[src/rtl/stack_mem_ctrl.sv]
// Stack sequencer: turns PUSH/POP/PEEK requests into data-memory
// accesses and single-cycle SP strobes for the register file.
module stack_mem_ctrl #(
  parameter int                DATA_W      = 16,
  parameter logic [DATA_W-1:0] STACK_TOP   = 16'hFFFF,
  parameter logic [DATA_W-1:0] STACK_LIMIT = 16'hFF00,
  parameter int                RD_LAT      = 1
) (
  input  logic              clk,
  input  logic              reset,
  input  logic              req,
  input  logic [1:0]        op,
  input  logic [DATA_W-1:0] wr_data,
  input  logic [DATA_W-1:0] sp,
  input  logic [DATA_W-1:0] dm_rd_data,
  output logic              push,
  output logic              pop,
  output logic [DATA_W-1:0] dm_addr,
  output logic              dm_wr_en,
  output logic [DATA_W-1:0] dm_wr_data,
  output logic              dm_rd_en,
  output logic [DATA_W-1:0] rd_data,
  output logic              busy,
  output logic              done,
  output logic              overflow,
  output logic              underflow
);

  localparam logic [1:0] OP_PUSH = 2'b00;
  localparam logic [1:0] OP_POP  = 2'b01;
  localparam logic [1:0] OP_PEEK = 2'b10;

  typedef enum logic [2:0] {
    IDLE, WRITE, SPINC, READ, WAIT, DONE, ERR
  } state_t;

  state_t     state;
  logic [2:0] cnt;

  // The register file only shows the bumped SP in READ, so the read
  // address is always formed as the SP seen on the entering edge plus one.
  logic [DATA_W-1:0] sp_next;
  assign sp_next = sp + DATA_W'(1);

  always_ff @(posedge clk or posedge reset) begin
    if (reset) begin
      state      <= IDLE;
      cnt        <= '0;
      push       <= 1'b0;
      pop        <= 1'b0;
      dm_addr    <= '0;
      dm_wr_en   <= 1'b0;
      dm_wr_data <= '0;
      dm_rd_en   <= 1'b0;
      rd_data    <= '0;
      busy       <= 1'b0;
      done       <= 1'b0;
      overflow   <= 1'b0;
      underflow  <= 1'b0;
    end else begin
      push       <= 1'b0;
      pop        <= 1'b0;
      dm_addr    <= '0;
      dm_wr_en   <= 1'b0;
      dm_wr_data <= '0;
      dm_rd_en   <= 1'b0;
      done       <= 1'b0;
      overflow   <= 1'b0;
      underflow  <= 1'b0;
      unique case (state)
        IDLE: begin
          if (req) begin
            busy <= 1'b1;
            unique case (op)
              OP_PUSH: begin
                if (sp == STACK_LIMIT) begin
                  state    <= ERR;
                  done     <= 1'b1;
                  overflow <= 1'b1;
                end else begin
                  state      <= WRITE;
                  dm_addr    <= sp;
                  dm_wr_data <= wr_data;
                  dm_wr_en   <= 1'b1;
                  push       <= 1'b1;
                end
              end
              OP_POP: begin
                if (sp == STACK_TOP) begin
                  state     <= ERR;
                  done      <= 1'b1;
                  underflow <= 1'b1;
                end else begin
                  state <= SPINC;
                  pop   <= 1'b1;
                end
              end
              OP_PEEK: begin
                if (sp == STACK_TOP) begin
                  state     <= ERR;
                  done      <= 1'b1;
                  underflow <= 1'b1;
                end else begin
                  state    <= READ;
                  dm_addr  <= sp_next;
                  dm_rd_en <= 1'b1;
                end
              end
              default: begin
                state <= DONE;
                done  <= 1'b1;
              end
            endcase
          end
        end
        WRITE: begin
          state <= DONE;
          done  <= 1'b1;
        end
        SPINC: begin
          state    <= READ;
          dm_addr  <= sp_next;
          dm_rd_en <= 1'b1;
        end
        READ: begin
          state   <= WAIT;
          cnt     <= 3'(RD_LAT);
          dm_addr <= dm_addr;
        end
        WAIT: begin
          if (cnt == 3'd1) begin
            rd_data <= dm_rd_data;
            state   <= DONE;
            done    <= 1'b1;
          end else begin
            cnt     <= cnt - 3'd1;
            dm_addr <= dm_addr;
          end
        end
        DONE: begin
          state <= IDLE;
          busy  <= 1'b0;
        end
        ERR: begin
          state <= IDLE;
          busy  <= 1'b0;
        end
        default: begin
          state <= IDLE;
          busy  <= 1'b0;
        end
      endcase
    end
  end

endmodule

[config.mk]
export PLATFORM = sky130hd
export DESIGN_NAME = stack_mem_ctrl
export DESIGN_NICKNAME = d
export VERILOG_FILES = /design/src/rtl/stack_mem_ctrl.sv
export SDC_FILE = /design/constraint.sdc
export NUM_CORES = 1
export LEC_CHECK = 0
export ABC_AREA = 0
export CAP_MARGIN = 10
export CORE_UTILIZATION = 44
export CTS_CLUSTER_SIZE = 30
export DETAILED_ROUTE_END_ITERATION = 7
export GPL_TIMING_DRIVEN = 0
export PLACE_DENSITY = 0.82
export SETUP_SLACK_MARGIN = 0.4
export SKIP_LAST_GASP = 1
export SYNTH_ARGS = -nofsm -noshare
export SYNTH_HDL_FRONTEND = slang
export SYNTH_SLANG_ARGS = --single-unit
export TNS_END_PERCENT = 30
[constraint.sdc]
create_clock -name clk -period 2.5 [get_ports clk]
set_input_delay 0.375 -clock clk [delete_from_list [all_inputs] [get_ports clk]]
set_output_delay 0.375 -clock clk [all_outputs]
set_load 0.005 [all_outputs]
==> results.sh <==
export IMPL_grt_pass1_wl_um=12300
export IMPL_switching_power_uw=1220
export IMPL_synth_cells=267
export IMPL_end_kind="flip-flop"
export IMPL_port_buffers=106
export IMPL_leakage_uw=0.00195
export IMPL_dp_hpwl_um=5190
export IMPL_slew_violations=0
export IMPL_synthTopCellsByArea="dfrtp_1 52%, mux2_2 6.2%, and2_1 4.3%"
export IMPL_grt_pass1_vias=2607
export IMPL_detail_route_antenna_nets=0
export IMPL_start_util=0.457
export IMPL_relSlewSlack=0.685
export IMPL_yosysUniqueCellTypes=52
export IMPL_clkPwrFrac=0.209
export IMPL_p_int_uw=2580
export IMPL_layout_drive_gt1_share=0.208
export IMPL_crit_path_top_delay_cell="or4_1"
export IMPL_dr_total_vias=2599
export IMPL_cts_clk_slew_worst_paths_ps=70
export IMPL_synth_top_area_cell="dfrtp_1"
export IMPL_syn_to_final_growth_pct=50.2
export IMPL_synth_seq_cells=61
export IMPL_cts_hold_buf=0
export IMPL_dp_cells=451
export IMPL_synth_area_um2=2920
export IMPL_cp_slowest_stage_delay_ps=490
export IMPL_regToRegSetupSlack_ps=400
export IMPL_dieArea_um2=6960
export IMPL_clock_latency_ps=340
export IMPL_nets=455
export IMPL_setup_ws_ps=400
export IMPL_swShare=0.321
export IMPL_crit_top_cell="buf_4"
export IMPL_antenna_found_initial=0
export IMPL_fp_dieH_um=83.4
export IMPL_gp_congestion=0.816
export IMPL_tightest_slew_ps=473
export IMPL_min_path_type="in -> async"
export IMPL_path_cells="clkbuf_2, nor4b_4, buf_4, a32oi_4, buf_4, or4_1, nand3_1"
export IMPL_root_buffer="clkbuf_8"
export IMPL_grt_overflow=0
export IMPL_drt_total_wl_um=7420
export IMPL_place_ws_ps=-395
export IMPL_rows=29
export IMPL_htreeDepth=3
export IMPL_synth_warnings=0
export IMPL_drt_pass1_iter_count=4
export IMPL_peakVddDrop_mv=0.605
export IMPL_fmax_mhz=476
export IMPL_yosysTopAreaCellShare=0.523
export IMPL_fill_cells=482
export IMPL_synthesis_nets=328
export IMPL_critPathMaxFanout=8
export IMPL_period_needed_ps=2100
export IMPL_rsz0062_at_grt="yes"
export IMPL_via_per_inst=5.46
export IMPL_crit_type="reg -> reg"
export IMPL_stdcell_count=476
export IMPL_clockBufferDepth=2
export IMPL_syn_area_per_cell_um2=10.9
export IMPL_drv_cap=0
export IMPL_ys_dominant_reg_cell="dfrtp_1"
export IMPL_ys_async_sr_fraction=1.00
export IMPL_io_pins=109
export IMPL_status="finished clean"
export IMPL_grt_util_all_layers=0.221
export IMPL_wire_per_inst_um=15.6
export IMPL_layout_common_cells="92 x clkdlybuf4s50_1, 61 x dfrtp_1, 20 x and2_1"
export IMPL_finalSetupViolCount=0
export IMPL_initialDrtViolationCount=192
export IMPL_final_core_utilization=0.686
export IMPL_cp_required_ps=2770
export IMPL_finClkSkew_ps=8.06
export IMPL_r2r_start="state[1]"
export IMPL_cts_buffers_inserted=9
export IMPL_period_share=0.840
export IMPL_diodes=0
export IMPL_layout_commonest_cell="clkdlybuf4s50_1"
export IMPL_seqPwrFrac=0.374
export IMPL_yosysSeqAreaShare=0.523
export IMPL_p_comb_frac=0.417
export IMPL_core_um2=6390
export IMPL_r2r_end="dm_addr[7]"
export IMPL_start_kind="flip-flop"
export IMPL_cp_arrival_ps=2370
export IMPL_grt_max_degree=42
export IMPL_die_w_um=83.4
export IMPL_synth_edf_count=0
export IMPL_cts_tree="yes"
export IMPL_clock_sinks=61
export IMPL_powerDensity_nw_per_um2=866
export IMPL_drcViolationCount=0
export IMPL_rr_worst_depth=7
export IMPL_hold_violations=0
==> routing by layer <==
metal / vias to the layer above / wire length [um] / global-route usage / share of wire
li1: 1220 / - / - / -
met3: 15 / 433 / 0.0497 / 0.058
met2: 100 / 3740 / 0.382 / 0.50
met4: 0 / 113 / 0.0740 / 0.015
met5: - / 0 / 0 / 0
met1: 1264 / 3130 / 0.274 / 0.42
==> area by class of cell <==
cell class / count / area, um2 / area share
multi-input cells: 182 / 1350 / 0.308
flip-flops and latches: 61 / 1530 / 0.348
well taps: 77 / 96.3 / 0.0220
repair buffers: 116 / 1110 / 0.253
inverters: 11 / 46.3 / 0.0106
clock buffers: 12 / 155 / 0.0354
plain buffers: 13 / 76.3 / 0.0174
clock inverters: 4 / 22.5 / 0.00514
==> what timing repair did <==
item                       4_1_cts  5_1_grt
setup endpoints to repair       44       41
pin swaps                        4        0
hold endpoints to repair         0        0
resized for setup               31       32
setup buffers                    6        3
==> sequential cells by signal (all words and copies together), names as in the netlist <==
register	flops
state	3
dm_wr_data	16
busy	1
overflow	1
underflow	1
dm_rd_en	1
dm_addr	16
dm_wr_en	1
pop	1
done	1
cnt	3
rd_data	16
==> cells in the mapped netlist, types with 2 or more instances <==
master and instances:
a21o_1 4, a21oi_1 5, a221o_1 2, a22oi_1 8, a31oi_1 3, a32o_1 2
and2_1 20, and3_1 6, buf_2 2, clkbuf_1 7, dfrtp_1 61, ha_1 8
inv_1 9, mux2_2 16, nand2_1 19, nand3_1 6, nand3b_1 2, nand4_1 6
nand4_2 2, nor2_1 12, nor2b_1 5, nor3_1 4, o211ai_1 4, o21ai_0 16
o22ai_1 2, o41ai_1 2, or2_2 2, or3_1 2, or4_1 4, xnor2_1 4
==> cell families after synthesis <==
group                      after synthesis  share of synthesized area
and+or+nand+nor                         99                      0.198
DFF                                     61                      0.523
AOI/OAI and AO/OA                       55                      0.134
buffers and inverters                   24                     0.0369
muxes                                   16                     0.0617
adders and majority gates                8                     0.0343
xor gates and xnor gates                 4                     0.0120
==> worst max-delay path by stage <==
stage,depth (start not counted),start,slack (ps),endpoint
after floorplan,7,sp[9],430,dm_addr[6]
after global placement,2,reset,-440,dm_addr[6]
after detailed placement,11,sp[0],-400,dm_addr[5]
after CTS,7,sp[10],340,dm_addr[6]
after global routing,6,state[2],220,dm_addr[10]
final,7,state[1],400,dm_addr[7]
==> power by group through the flow <==
stage / clock network [uW] / logic (uW) / registers, uW
2_1_floorplan: 0 / 690 / 1440
3_3_place_gp: 0 / 1430 / 1410
3_5_place_dp: 0 / 1470 / 1430
4_1_cts: 814 / 1540 / 1420
5_1_grt: 866 / 1720 / 1460
6_report: 795 / 1580 / 1420
==> through the flow <==
step / total power [uW] / hold WS, ps / area (um2) / setup TNS (ps)
global placement: 2840 / 463 / 4080 / -36840
detailed placement: 2910 / 485 / 4100 / -9870
floorplan: 2130 / 451 / 2920 / 0
finish: 3800 / 366 / 4380 / 0
global route: 4050 / 368 / 4380 / 0
CTS: 3780 / 368 / 4370 / 0
==> critical path: cells and delay by family, from the launching register on <==
| family | cells | cell delay [ps] |
|---|---|---|
| AOI/OAI and AO/OA | 1 | 130 |
| buffers and inverters | 3 | 570 |
| DFF | 1 | 360 |
| and+or+nand+nor | 3 | 970 |
Power figures use the tool's default switching activity.
==> RTL change: new RTL, same settings <==
`DATA_W`: 16 -> 32.
--- a/src/rtl/stack_mem_ctrl.sv
+++ b/src/rtl/stack_mem_ctrl.sv
@@ -1,7 +1,7 @@
 // Stack sequencer: turns PUSH/POP/PEEK requests into data-memory
 // accesses and single-cycle SP strobes for the register file.
 module stack_mem_ctrl #(
-  parameter int                DATA_W      = 16,
+  parameter int                DATA_W      = 32,
   parameter logic [DATA_W-1:0] STACK_TOP   = 16'hFFFF,
   parameter logic [DATA_W-1:0] STACK_LIMIT = 16'hFF00,
   parameter int                RD_LAT      = 1
Interface: changed (6 resized); port bits go from 109 to 205. No check against the original RTL was run, so the function may have changed too.
==> RTL change against the original RTL <==
Worst setup slack worse by 0.021 ns. Via count is 83% higher. Sequential share of layout area is 0.13 points higher. Global-route usage is 3.8 points higher. Design area is 78% higher. Clock skew hardly changed. Sequential cell count is 48 higher. Routed wire length is 110% higher. Count of clock-buffer cells in the layout is 3 lower. Synthesized cell count is 78% higher. Total power is 52% higher. Area after synthesis is 74% higher. Utilization is 1.8 points higher. Largest cell class unchanged. Highest routed layer unchanged.
==> RTL change: results (changes against the original RTL) <==
| Metric | Value |
|---|---|
| Status | finished, final reports clean (unchanged) |
| Post-Synth Adder-Cell Area | 1.97% (was 3.43%) |
| Worst EP arrival | 2.35 ns (was 2.37 ns) |
| # nets final | 812 (was 455) |
| Tcrit/Tclk final | 84.8% (was 84.0%) |
| FF-to-FF setup slack | 0.41 ns |
| Syn_nets | 584 (was 328) |
| R2R depth | 9 (was 7) |
| Seq/Total Area, Yosys | 53.6% (was 52.3%) |
| Hold Path Stages | 3 |
| Worst vdd ir | 0.000550 V (was 0.000605 V) |
| Pre-Repair DR Iteration Count | 5 (was 4) |
| Top cells by count, synth | dfrtp_1, nand2_1, and2_1, mux2_2, o21ai_0 (was dfrtp_1, and2_1, nand2_1, mux2_2, o21ai_0) |
| Skew final | 0.00850 ns (was 0.00806 ns) |
| Static Leak | 0.00339 uW (was 0.00195 uW) |
| Hold WC Path Type | input pin to flip-flop (was input pin to asynchronous set/reset pin) |
| Top post-synthesis cells by area | dfrtp_1, mux2_2, and2_1, nand2_1, o21ai_0 (was dfrtp_1, mux2_2, and2_1, ha_1, o21ai_0) |
| Post-synthesis xor/xnor area fraction | 0.516% (was 1.20%) |
| GRT Overall Usage | 25.9% (was 22.1%) |
| CTS root buffer | clkbuf_16 (was clkbuf_8) |
| Post-DR vias/cell | 5.62 (was 5.46) |
| Top flop regs | dm_addr: 32 flops, dm_wr_data: 32 flops, rd_data: 32 flops (was dm_addr: 16 flops, dm_wr_data: 16 flops, rd_data: 16 flops) |
| Post-synthesis mux area share | 7.52% (was 6.17%) |
| Global-route wire length before repair | 23700 um (was 12300 um) |
| Routed wire length | 15400 um (was 7420 um) |
| Slew HR | 39.5% (was 68.5%) |
| Post-detail-place hpwl | 11500 um (was 5190 um) |
| Placed cell area | 7330 um^2 (was 4100 um^2) |
| Placed Cells incl. Taps | 819 (was 451) |
| WL/cell | 18.2 um (was 15.6 um) |
| Critical R2R Capture | dm_addr[13] (was dm_addr[7]) |
| DP Worst Slack | -0.769 ns (was -0.395 ns) |
| Library cells used by synthesis | 54 (was 52) |
| DR iter-0 viols | 350 (was 192) |
| Crit Reg-Reg Startpoint | state[0] (was state[1]) |
| Vias in the first global route | 4644 (was 2607) |
| FILL cells | 803 (was 482) |
| Layout cells sized above 1 | 18.5% (was 20.8%) |
| Pin count of the biggest net entering global routing | 41 (was 42) |
| Gate Count Post-Synth | 475 (was 267) |
| GP Congestion | 0.927 (was 0.816) |
| Buffers on Ports | 202 (was 106) |
| Synth Area in Compound Gates | 12.2% (was 13.4%) |
RTL change: how the worst max path moves through the flow:
stage / startpoint / to / cells past startpoint
2_1_floorplan: sp[2] / dm_addr[24] / 8
4_1_cts: sp[14] / dm_addr[1] / 9
3_5_place_dp: sp[0] / dm_addr[1] / 10
3_3_place_gp: sp[0] / dm_addr[24] / 8
5_1_grt: sp[0] / dm_addr[24] / 10
6_report: sp[0] / dm_addr[0] / 9
RTL change: cells by family after synthesis:
group,Yosys count
AO/OA/AOI/OAI,94
flip-flops,109
buffers and inverters,42
XOR/XNOR,3
multiplexers,34
adder cells (fa/ha/maj),8
AND/OR/NAND/NOR,185
RTL change: power breakdown:
group          internal, uW  total [uW]  switching (uW)
clock network           781        1440             656
registers              2140        2330             197
logic                  1230        2000             778
RTL change: routing by layer:
metal  share of wire [%]  track usage, %
met2                  50            45.3
met1                  39            31.2
met4                 2.2            9.43
met5                   0               0
met3                 9.4            6.11
RTL change: area by class of cell:
class | instances | area (um^2) | share of cell area (%)
Buffer | 25 | 141 | 1.81
Tap cell | 140 | 175 | 2.25
Inverter | 17 | 67.6 | 0.866
Sequential cell | 109 | 2730 | 35.0
Clock inverter | 6 | 71.3 | 0.914
Multi-Input combinational cell | 324 | 2320 | 29.8
Clock buffer | 9 | 225 | 2.89
Timing Repair Buffer | 217 | 2070 | 26.5
RTL change: worst max-delay path, cell delays in order:
cell,delay (ns)
clkbuf_4,0.16
inv_1,0.07
ha_1,0.13
or3b_4,0.38
nor4_4,0.36
a21oi_2,0.13
buf_6,0.16
mux2_2,0.26
a221o_1,0.33
RTL change: through the flow:
step / setup TNS [ns] / utilization (%) / hold WS (ns) / total power [uW]
floorplan: 0 / - / 0.467 / 3180
global placement: -48.84 / 65.8 / 0.484 / 4240
detailed placement: -31.45 / 66.2 / 0.478 / 4310
CTS: 0 / 70.4 / 0.350 / 5800
global route: 0 / 70.4 / 0.342 / 6100
finish: 0 / 70.4 / 0.341 / 5780
RTL change: what timing repair did:
action	4_1_cts	5_1_grt
setup endpoints to repair	81	54
pin swaps	10	10
setup buffers	10	3
gates resized for setup	99	41
